$ cat config.mk
export PLATFORM = sky130hd
export DESIGN_NAME = rf_seq_ctrl
export DESIGN_NICKNAME = d
export VERILOG_FILES = /design/src/rtl/rf_pkg.sv /design/src/rtl/rf_alu.sv /design/src/rtl/rf_seq_ctrl.sv
export SDC_FILE = /design/constraint.sdc
export NUM_CORES = 1
export LEC_CHECK = 0
export CORE_MARGIN = 4
export CORE_UTILIZATION = 50
export CTS_CLUSTER_DIAMETER = 40
export DETAILED_ROUTE_END_ITERATION = 10
export PLACE_DENSITY = 0.85
export RECOVER_POWER = 50
export SLEW_MARGIN = 20
export SYNTH_ARGS = -nofsm -noshare
export SYNTH_HDL_FRONTEND = slang
export SYNTH_SLANG_ARGS = --single-unit
$ cat constraint.sdc
create_clock -name clk -period 2.27 [get_ports clk]
set_input_delay 0.454 -clock clk [delete_from_list [all_inputs] [get_ports clk]]
set_output_delay 0.454 -clock clk [all_outputs]
set_load 0.01 [all_outputs]
$ cat src/rtl/rf_pkg.sv
// Shared definitions for the register-file instruction sequencer: opcode
// encodings, FSM state encoding, default datapath widths and small opcode
// classification helpers.
package rf_pkg;

  localparam int RF_DATA_W = 8;
  localparam int RF_ADDR_W = 1;

  localparam logic [2:0] OP_NOP = 3'b000;
  localparam logic [2:0] OP_LDI = 3'b001;
  localparam logic [2:0] OP_MOV = 3'b010;
  localparam logic [2:0] OP_ADD = 3'b011;
  localparam logic [2:0] OP_SUB = 3'b100;
  localparam logic [2:0] OP_OUT = 3'b101;

  typedef enum logic [1:0] {
    S_IDLE = 2'd0,
    S_EXEC = 2'd1,
    S_WB   = 2'd2
  } state_t;

  // Opcodes whose result is written back to rd.
  function automatic logic op_writes(input logic [2:0] op);
    return (op == OP_LDI) || (op == OP_MOV) || (op == OP_ADD) || (op == OP_SUB);
  endfunction

  // 110 and 111 are the only undefined encodings.
  function automatic logic op_legal(input logic [2:0] op);
    return op <= OP_OUT;
  endfunction

endpackage

$ cat src/rtl/rf_alu.sv
// Combinational datapath for the sequencer.
// Ports:
//   op    - instruction opcode
//   a     - rd operand (register file read-1 data)
//   b     - rs operand (register file read-2 data)
//   imm   - immediate field
//   y     - result (imm for LDI, b for MOV, a+b / a-b, a for OUT)
//   carry - carry out of ADD, borrow of SUB; 0 otherwise
module rf_alu
  import rf_pkg::*;
#(
  parameter int DATA_W = RF_DATA_W
) (
  input  logic [2:0]        op,
  input  logic [DATA_W-1:0] a,
  input  logic [DATA_W-1:0] b,
  input  logic [DATA_W-1:0] imm,
  output logic [DATA_W-1:0] y,
  output logic              carry
);

  // One extra bit so the top bit is the carry of an add and the borrow of a
  // subtract (the subtraction wraps negative exactly when a < b).
  logic [DATA_W:0] wide;

  always_comb begin
    y     = '0;
    carry = 1'b0;
    wide  = '0;
    case (op)
      OP_LDI: y = imm;
      OP_MOV: y = b;
      OP_ADD: begin
        wide  = {1'b0, a} + {1'b0, b};
        y     = wide[DATA_W-1:0];
        carry = wide[DATA_W];
      end
      OP_SUB: begin
        wide  = {1'b0, a} - {1'b0, b};
        y     = wide[DATA_W-1:0];
        carry = wide[DATA_W];
      end
      OP_OUT: y = a;
      default: ;
    endcase
  end

endmodule

$ cat src/rtl/rf_seq_ctrl.sv
// Instruction sequencer owning a 2-entry register file. Accepts one
// instruction over valid/ready, then runs a fixed accept/execute/writeback
// sequence (one instruction per three cycles).
//
// state  | meaning
// S_IDLE | ready for an instruction; latch it on instr_valid
// S_EXEC | register file read with rd/rs; result, carry, out_data registered
// S_WB   | write back (LDI/MOV/ADD/SUB), OUT pulse, or flag illegal; done=1
//
// Ports:
//   clk, rst_n              - clock, asynchronous active-low reset
//   instr_valid/instr_ready - instruction handshake
//   instr                   - {op[2:0], rd, imm}; rs is imm[ADDR_W-1:0]
//   rf_en, rf_addr1, rf_addr2, rf_wdata - register file control
//   rf_rdata1, rf_rdata2    - register file combinational read data
//   out_valid, out_data     - OUT result pulse / held value
//   carry                   - carry/borrow of last ADD/SUB
//   err                     - sticky illegal-opcode flag
//   done                    - one-cycle retire pulse
module rf_seq_ctrl
  import rf_pkg::*;
#(
  parameter  int DATA_W  = RF_DATA_W,
  parameter  int ADDR_W  = RF_ADDR_W,
  localparam int INSTR_W = 3 + ADDR_W + DATA_W
) (
  input  logic               clk,
  input  logic               rst_n,
  input  logic               instr_valid,
  output logic               instr_ready,
  input  logic [INSTR_W-1:0] instr,
  output logic               rf_en,
  output logic [ADDR_W-1:0]  rf_addr1,
  output logic [ADDR_W-1:0]  rf_addr2,
  output logic [DATA_W-1:0]  rf_wdata,
  input  logic [DATA_W-1:0]  rf_rdata1,
  input  logic [DATA_W-1:0]  rf_rdata2,
  output logic               out_valid,
  output logic [DATA_W-1:0]  out_data,
  output logic               carry,
  output logic               err,
  output logic               done
);

  state_t              state_q, state_d;
  logic [INSTR_W-1:0]  instr_q;
  logic [DATA_W-1:0]   result_q;
  logic [DATA_W-1:0]   out_data_q;
  logic                carry_q;
  logic                err_q;

  logic [2:0]          op_q;
  logic [ADDR_W-1:0]   rd_q;
  logic [ADDR_W-1:0]   rs_q;
  logic [DATA_W-1:0]   imm_q;
  logic [DATA_W-1:0]   alu_y;
  logic                alu_c;

  assign op_q  = instr_q[INSTR_W-1 -: 3];
  assign rd_q  = instr_q[DATA_W +: ADDR_W];
  assign imm_q = instr_q[DATA_W-1:0];
  // rs shares the low bits of the immediate field.
  assign rs_q  = instr_q[ADDR_W-1:0];

  rf_alu #(.DATA_W(DATA_W)) u_alu (
    .op    (op_q),
    .a     (rf_rdata1),
    .b     (rf_rdata2),
    .imm   (imm_q),
    .y     (alu_y),
    .carry (alu_c)
  );

  always_ff @(posedge clk or negedge rst_n) begin
    if (!rst_n) begin
      state_q    <= S_IDLE;
      instr_q    <= '0;
      result_q   <= '0;
      out_data_q <= '0;
      carry_q    <= 1'b0;
      err_q      <= 1'b0;
    end else begin
      state_q <= state_d;
      case (state_q)
        S_IDLE: if (instr_valid) instr_q <= instr;
        S_EXEC: begin
          result_q <= alu_y;
          if (op_q == OP_ADD || op_q == OP_SUB) carry_q <= alu_c;
          // out_data is registered here so it is already valid during the
          // WB pulse and then holds until the next OUT.
          if (op_q == OP_OUT) out_data_q <= alu_y;
        end
        S_WB: if (!op_legal(op_q)) err_q <= 1'b1;
        default: ;
      endcase
    end
  end

  always_comb begin
    state_d     = state_q;
    instr_ready = 1'b0;
    rf_en       = 1'b0;
    out_valid   = 1'b0;
    done        = 1'b0;
    case (state_q)
      S_IDLE: begin
        instr_ready = 1'b1;
        if (instr_valid) state_d = S_EXEC;
      end
      S_EXEC: state_d = S_WB;
      S_WB: begin
        rf_en     = op_writes(op_q);
        out_valid = (op_q == OP_OUT);
        done      = 1'b1;
        state_d   = S_IDLE;
      end
      default: state_d = S_IDLE;
    endcase
  end

  assign rf_addr1 = rd_q;
  assign rf_addr2 = rs_q;
  assign rf_wdata = result_q;
  assign out_data = out_data_q;
  assign carry    = carry_q;
  assign err      = err_q;

endmodule

# Word level (Yosys, flattened, before mapping)
# Index checks and enable logic that the tools add are counted.
# totals
out_inout_bits	24
regBits	32
word_cells	35
in_bits	31
# classes
add_sub_neg	2
bitwise_logic	1
muxes	8
n_eq_ne	8
magnitude_cmp	1
n_reduce_logical	9
# op_table
cell	n
8-bit one-hot mux with 5 select lines	1
8-bit by 8-bit adder with 9-bit output	1
8-bit by 8-bit subtractor with 9-bit output	1
2-bit AND reduction	4
3-bit by 2-bit == test with 1-bit output (second input constant)	2
3-bit == test (second input constant)	2
1-bit logical OR	4
1-bit two-way mux	4
2-bit one-hot mux with 2 select lines	1
3-bit by 1-bit == test with 1-bit output (second input constant)	1
3-bit <= comparator (second input constant)	1
2-bit by 1-bit == test with 1-bit output (second input constant)	1
2-bit == test (second input constant)	1
2-bit logical NOT	1
2-bit two-way mux	1
2-bit inequality test (second input constant)	1
1-bit one-hot mux with 2 select lines	1
1-bit NOT	1

# Longest topological paths before layout
# logic_depth
word_depth	5
mapped_depth	9
ltp_nobuf	9

# By module
# From an unflattened synthesis, not the netlist that was laid out.
# hier_totals
cells_unflattened	227
hier_area_um2	2361.0
# modules_own_cells
module	area_each_um2	seq_area_each_um2	n_inst	cells_per_inst
rf_seq_ctrl	1301.2	800.8	1	85
rf_alu	1059.8	0.0	1	142

# Worst setup path after synthesis
# No wires, ideal clock.
# synth_path
path_kind	in2reg
start	input rf_rdata1[0]
end	register result_q[6], in the netlist rf_wdata[6]
t_arrival_ns	2.045
setup_time_ns	0.123
stages	9
path_slack_ns	0.103
n_path_buf	0
cell_sequence	inv_1 -> ha_1 -> inv_1 -> fa_1 -> a21oi_1 -> o211a_1 -> nor2_1 -> or4_1 -> o221a_2
# synth_via
elab_chain_len	2
word_cells_on_any_way	3
classes_between	add/sub: 2; mux: 1
# synth_lines
element	line_no	rtl
start: declaration	rf_seq_ctrl.sv:36	input logic [DATA_W-1:0] rf_rdata1,
8-bit by 8-bit subtractor with 9-bit output or 8-bit by 8-bit adder with 9-bit output (tied branches)	rf_alu.sv:39, rf_alu.sv:34	
8-bit one-hot mux with 5 select lines *	rf_alu.sv:30	case (op)
end signal: assignment	rf_seq_ctrl.sv:87	result_q <= alu_y;
end: declaration	rf_seq_ctrl.sv:47	logic [DATA_W-1:0] result_q;
# Every way passes the cells marked *; elsewhere a longest branch is shown, timed or not.
# A chain may end at the register's enable or synchronous reset.

# Worst setup path after layout
# layout_path
start	input rf_rdata2[5]
end	register carry_q, in the netlist carry
# layout_via
elab_chain_len	2
word_cells_on_any_way	3
classes_between	add/sub: 2; mux: 1
# layout_lines
element	line_no	rtl
start: declaration	rf_seq_ctrl.sv:37	input logic [DATA_W-1:0] rf_rdata2,
8-bit by 8-bit subtractor with 9-bit output or 8-bit by 8-bit adder with 9-bit output (tied branches)	rf_alu.sv:39, rf_alu.sv:34	
1-bit one-hot mux with 2 select lines *	rf_alu.sv:30	
end signal: assignment	rf_seq_ctrl.sv:88	if (op_q == OP_ADD || op_q == OP_SUB) carry_q <= alu_c;
end: declaration	rf_seq_ctrl.sv:49	logic carry_q;
# Marks and branches as above.

==> metrics.txt <==
# TYPE chip_impl_metric gauge
chip_impl_info{name="run_status",value="finished clean"} 1
chip_impl_metric{name="detailed_route_wl",unit="um"} 6820
chip_impl_metric{name="drv_cap",unit=""} 0
chip_impl_metric{name="via_count",unit=""} 2305
chip_impl_metric{name="floorplan.rows",unit=""} 24
chip_impl_metric{name="finalWorstPathRequiredPeriod",unit="ns"} 2.26
chip_impl_metric{name="finalSetupViolCount",unit=""} 0
chip_impl_metric{name="yosysUniqueCellTypes",unit=""} 48
chip_impl_metric{name="antenna-diode-count",unit=""} 0
chip_impl_metric{name="final_hold_viol_count",unit=""} 0
chip_impl_metric{name="grt_util_overall",unit="%"} 24.8
chip_impl_metric{name="gp_congestion",unit=""} 0.949
chip_impl_metric{name="power.leakage",unit="nW"} 1.49
chip_impl_metric{name="wl_per_cell",unit="um"} 17.1
chip_impl_metric{name="postSynth.asyncResetShare",unit="%"} 100
chip_impl_metric{name="yosys_warnings",unit=""} 0
chip_impl_info{name="cts-root-buf",value="clkbuf_8"} 1
chip_impl_info{name="min-delay-path-class",value="flop to flop"} 1
chip_impl_metric{name="slew_viol_final",unit=""} 0
chip_impl_metric{name="ctsHoldBuffers",unit=""} 0
chip_impl_metric{name="ys_seq_area_share",unit="%"} 35.3
chip_impl_metric{name="worst-slew-pin-transition",unit="ns"} 0.829
chip_impl_info{name="critPathCaptureType",value="flop"} 1
chip_impl_metric{name="synth-seq-cells",unit=""} 32
chip_impl_metric{name="power-per-cell-area",unit="nW/um2"} 853
chip_impl_metric{name="syn_nets",unit=""} 302
chip_impl_metric{name="dieArea",unit="um2"} 5680
chip_impl_metric{name="number_of_global_route_vias_before_repair",unit=""} 2419
chip_impl_metric{name="chipWidth",unit="um"} 75.3
chip_impl_info{name="critical_path_class",value="primary input to flop"} 1
chip_impl_metric{name="gr-total-overflow",unit=""} 0
chip_impl_info{name="grt_setup_unrepaired",value="true"} 1
chip_impl_metric{name="vdd_ir_drop_max",unit="V"} 0.000766
chip_impl_metric{name="relSlewSlack",unit="%"} 44.7
chip_impl_metric{name="cts_made_buffers",unit=""} 5
chip_impl_info{name="synth_ff_type",value="dfrtp_1"} 1
chip_impl_metric{name="start_util",unit="%"} 51.7
chip_impl_metric{name="achievable-frequency",unit="GHz"} 0.443
chip_impl_metric{name="maximum_number_of_pins_on_one_net_before_global_route_repair",unit=""} 33
chip_impl_info{name="cts_tree",value="built"} 1
chip_impl_metric{name="setup_total_negative_slack",unit="ns"} 0
chip_impl_metric{name="post_synth_instance_area",unit="um2"} 2270
chip_impl_metric{name="clock-sinks",unit=""} 32
chip_impl_metric{name="fin_nets",unit=""} 396
chip_impl_metric{name="design.portCount",unit=""} 55
chip_impl_metric{name="skew",unit="ns"} 0.00650
chip_impl_metric{name="path_clk_slew",unit="ns"} 0.07
chip_impl_metric{name="cts_htree_levels",unit=""} 2
chip_impl_info{name="timing.critical_path.from_type",value="primary input"} 1
chip_impl_metric{name="drtPass1Iterations",unit=""} 4
chip_impl_metric{name="drive_above_1_share",unit="%"} 26.8
chip_impl_metric{name="route.antenna.remaining_nets",unit=""} 0
chip_impl_metric{name="flow.area_growth_from_synthesis",unit="%"} 48.7
chip_impl_metric{name="worst-r2r-setup-slack",unit="ns"} 0.31
chip_impl_metric{name="initial_antenna_violation_count",unit=""} 0
chip_impl_metric{name="final_period_utilization",unit="%"} 99.5
chip_impl_metric{name="placed_cells",unit=""} 390
chip_impl_metric{name="data_arrival_time_of_the_critical_path",unit="ns"} 2.43
chip_impl_metric{name="fin_hold_ws",unit="ns"} 0.479
chip_impl_metric{name="drt_iter0_markers",unit=""} 154
chip_impl_metric{name="finalNonFillerCells",unit=""} 399
chip_impl_metric{name="maximum_buffer_depth_of_the_clock_tree",unit=""} 2
chip_impl_metric{name="dpl.hpwl",unit="um"} 5120
chip_impl_metric{name="req_time_crit_path",unit="ns"} 2.44
chip_impl_metric{name="grt_pass1_wl",unit="um"} 10700
chip_impl_metric{name="synth_edf_count",unit=""} 0
chip_impl_metric{name="postSynthCellCount",unit=""} 252
chip_impl_metric{name="crit_path_max_fanout",unit=""} 5
chip_impl_metric{name="syn_avg_cell_area",unit="um2"} 9.00
chip_impl_metric{name="port_buffers",unit=""} 54
chip_impl_metric{name="later_pin_clock_latency_in_the_skew_report",unit="ns"} 0.29
chip_impl_metric{name="drt-vias-per-instance",unit=""} 5.78
chip_impl_metric{name="die_h",unit="um"} 75.3
chip_impl_metric{name="drc_errors",unit=""} 0
chip_impl_metric{name="coreArea",unit="um2"} 4380
## cells in the final DEF (no fill, tap or decap), types with 3 or more instances in the layout
master	instances
mux2_2	15
nor3b_1	4
nor2_1	29
o21ai_0	8
a21oi_1	21
nand2_1	10
nor2b_1	3
dlymetal6s2s_1	3
dfrtp_1	32
buf_4	44
a31oi_1	7
inv_1	14
nand2b_1	4
clkdlybuf4s50_1	45
inv_2	3
nor3_1	7
dlygate4sd2_1	4
mux2i_1	6
ha_4	3
nand3_1	8
a21oi_2	5
clkbuf_8	5
nand3b_1	5
or4_1	3
ha_1	12
## layer usage
layer / vias to the layer above / GRT usage [%] / part of all wire (%)
met3: 21 / 5.01 / 6.3
met5: - / 0 / 0
met1: 1093 / 30.2 / 41
li1: 1088 / - / -
met2: 103 / 43.1 / 50
met4: 0 / 9.71 / 2.8
## area by class of cell
| class | instances | area [um2] |
|---|---|---|
| multi-input combinational | 188 | 1420 |
| fill | 309 | 1010 |
| timing repair buffer | 102 | 913 |
| sequential | 32 | 801 |
| clock buffer | 5 | 68.8 |
| tap | 52 | 65.1 |
| inverter | 17 | 63.8 |
| clock inverter | 3 | 42.5 |
## worst paths after layout
path,to,start,cells after the start
worst max-delay path,carry,rf_rdata2[5],8
worst min-delay path,rf_wdata[2],rf_wdata[2],2
worst max register to register,out_data[4],instr_q[11],5
worst min register to register,rf_wdata[2],rf_wdata[2],2
max in group asynchronous,instr_q[3],rst_n,2
min in group asynchronous,rf_wdata[7],rst_n,2
## worst max-delay path, stage by stage
cell and delay (ns):
clkdlybuf4s50_1 0.49, inv_1 0.05, ha_2 0.38, nand3_1 0.14
o211a_1 0.27, o21ai_0 0.22, a21oi_1 0.10, o32a_1 0.34
## cell usage after synthesis, drive strengths merged, types with 2 or more instances
| master | number | share of area, % |
|---|---|---|
| dfrtp | 32 | 35 |
| nor2 | 29 | 4.8 |
| a21oi | 26 | 5.7 |
| ha | 17 | 9.4 |
| inv | 17 | 2.8 |
| mux2 | 15 | 7.5 |
| nand2 | 10 | 1.7 |
| buf | 9 | 2.2 |
| o21ai | 9 | 2.0 |
| a31oi | 8 | 2.2 |
| nand3 | 8 | 1.8 |
| nor3 | 7 | 1.5 |
| clkbuf | 6 | 0.99 |
| mux2i | 6 | 2.6 |
| nand3b | 5 | 1.7 |
| nand2b | 4 | 1.1 |
| nor2b | 4 | 1.1 |
| nor3b | 4 | 1.3 |
| or4 | 3 | 0.99 |
| a211oi | 2 | 0.66 |
| a22oi | 2 | 0.88 |
| and2 | 2 | 0.55 |
| fa | 2 | 1.8 |
| o211ai | 2 | 0.88 |
| o21bai | 2 | 0.66 |
| or3 | 2 | 0.55 |
| xor2 | 2 | 0.77 |
## power breakdown
| part | total (mW) | switching (mW) | internal [mW] |
|---|---|---|---|
| clock network | 0.547 | 0.222 | 0.325 |
| registers | 0.912 | 0.126 | 0.786 |
| logic | 1.42 | 0.650 | 0.769 |
| total | 2.88 | 0.998 | 1.88 |
## stage by stage
stage	power (mW)	cell area (um2)	util [%]	setup WS, ns
3_5_place_dp	2.30	3170	72.2	-0.462
2_1_floorplan	1.59	2270	-	0.103
5_1_grt	3.05	3370	76.9	-0.00148
6_report	2.88	3370	76.9	0.0122
3_3_place_gp	2.25	3170	72.2	-0.428
4_1_cts	2.86	3320	75.7	0.00720
## logic make-up (layout without fill, tap and decap cells)
family | Yosys count | in the layout | share of synthesized area (%)
and+or+nand+nor | 82 | 82 | 18.5
AOI/OAI and AO/OA | 64 | 64 | 18.1
DFF | 32 | 32 | 35.3
buffers and inverters | 32 | 127 | 6.01
muxes | 21 | 21 | 10.1
adders and majority gates | 19 | 19 | 11.1
xor gates and xnor gates | 2 | 2 | 0.773
## what timing repair did
item	CTS	global route
resized for setup	13	18
setup buffers	1	0
pin swaps	1	10
endpoints found under the hold margin	0	0
endpoints found under the setup margin	6	7
## flip-flops by register name, summed over array words and instances (netlist names)
register,cells
err,1
out_data,8
carry,1
instr_q,12
state_q,2
rf_wdata,8
Note: power is estimated with default switching activity, not from simulation.
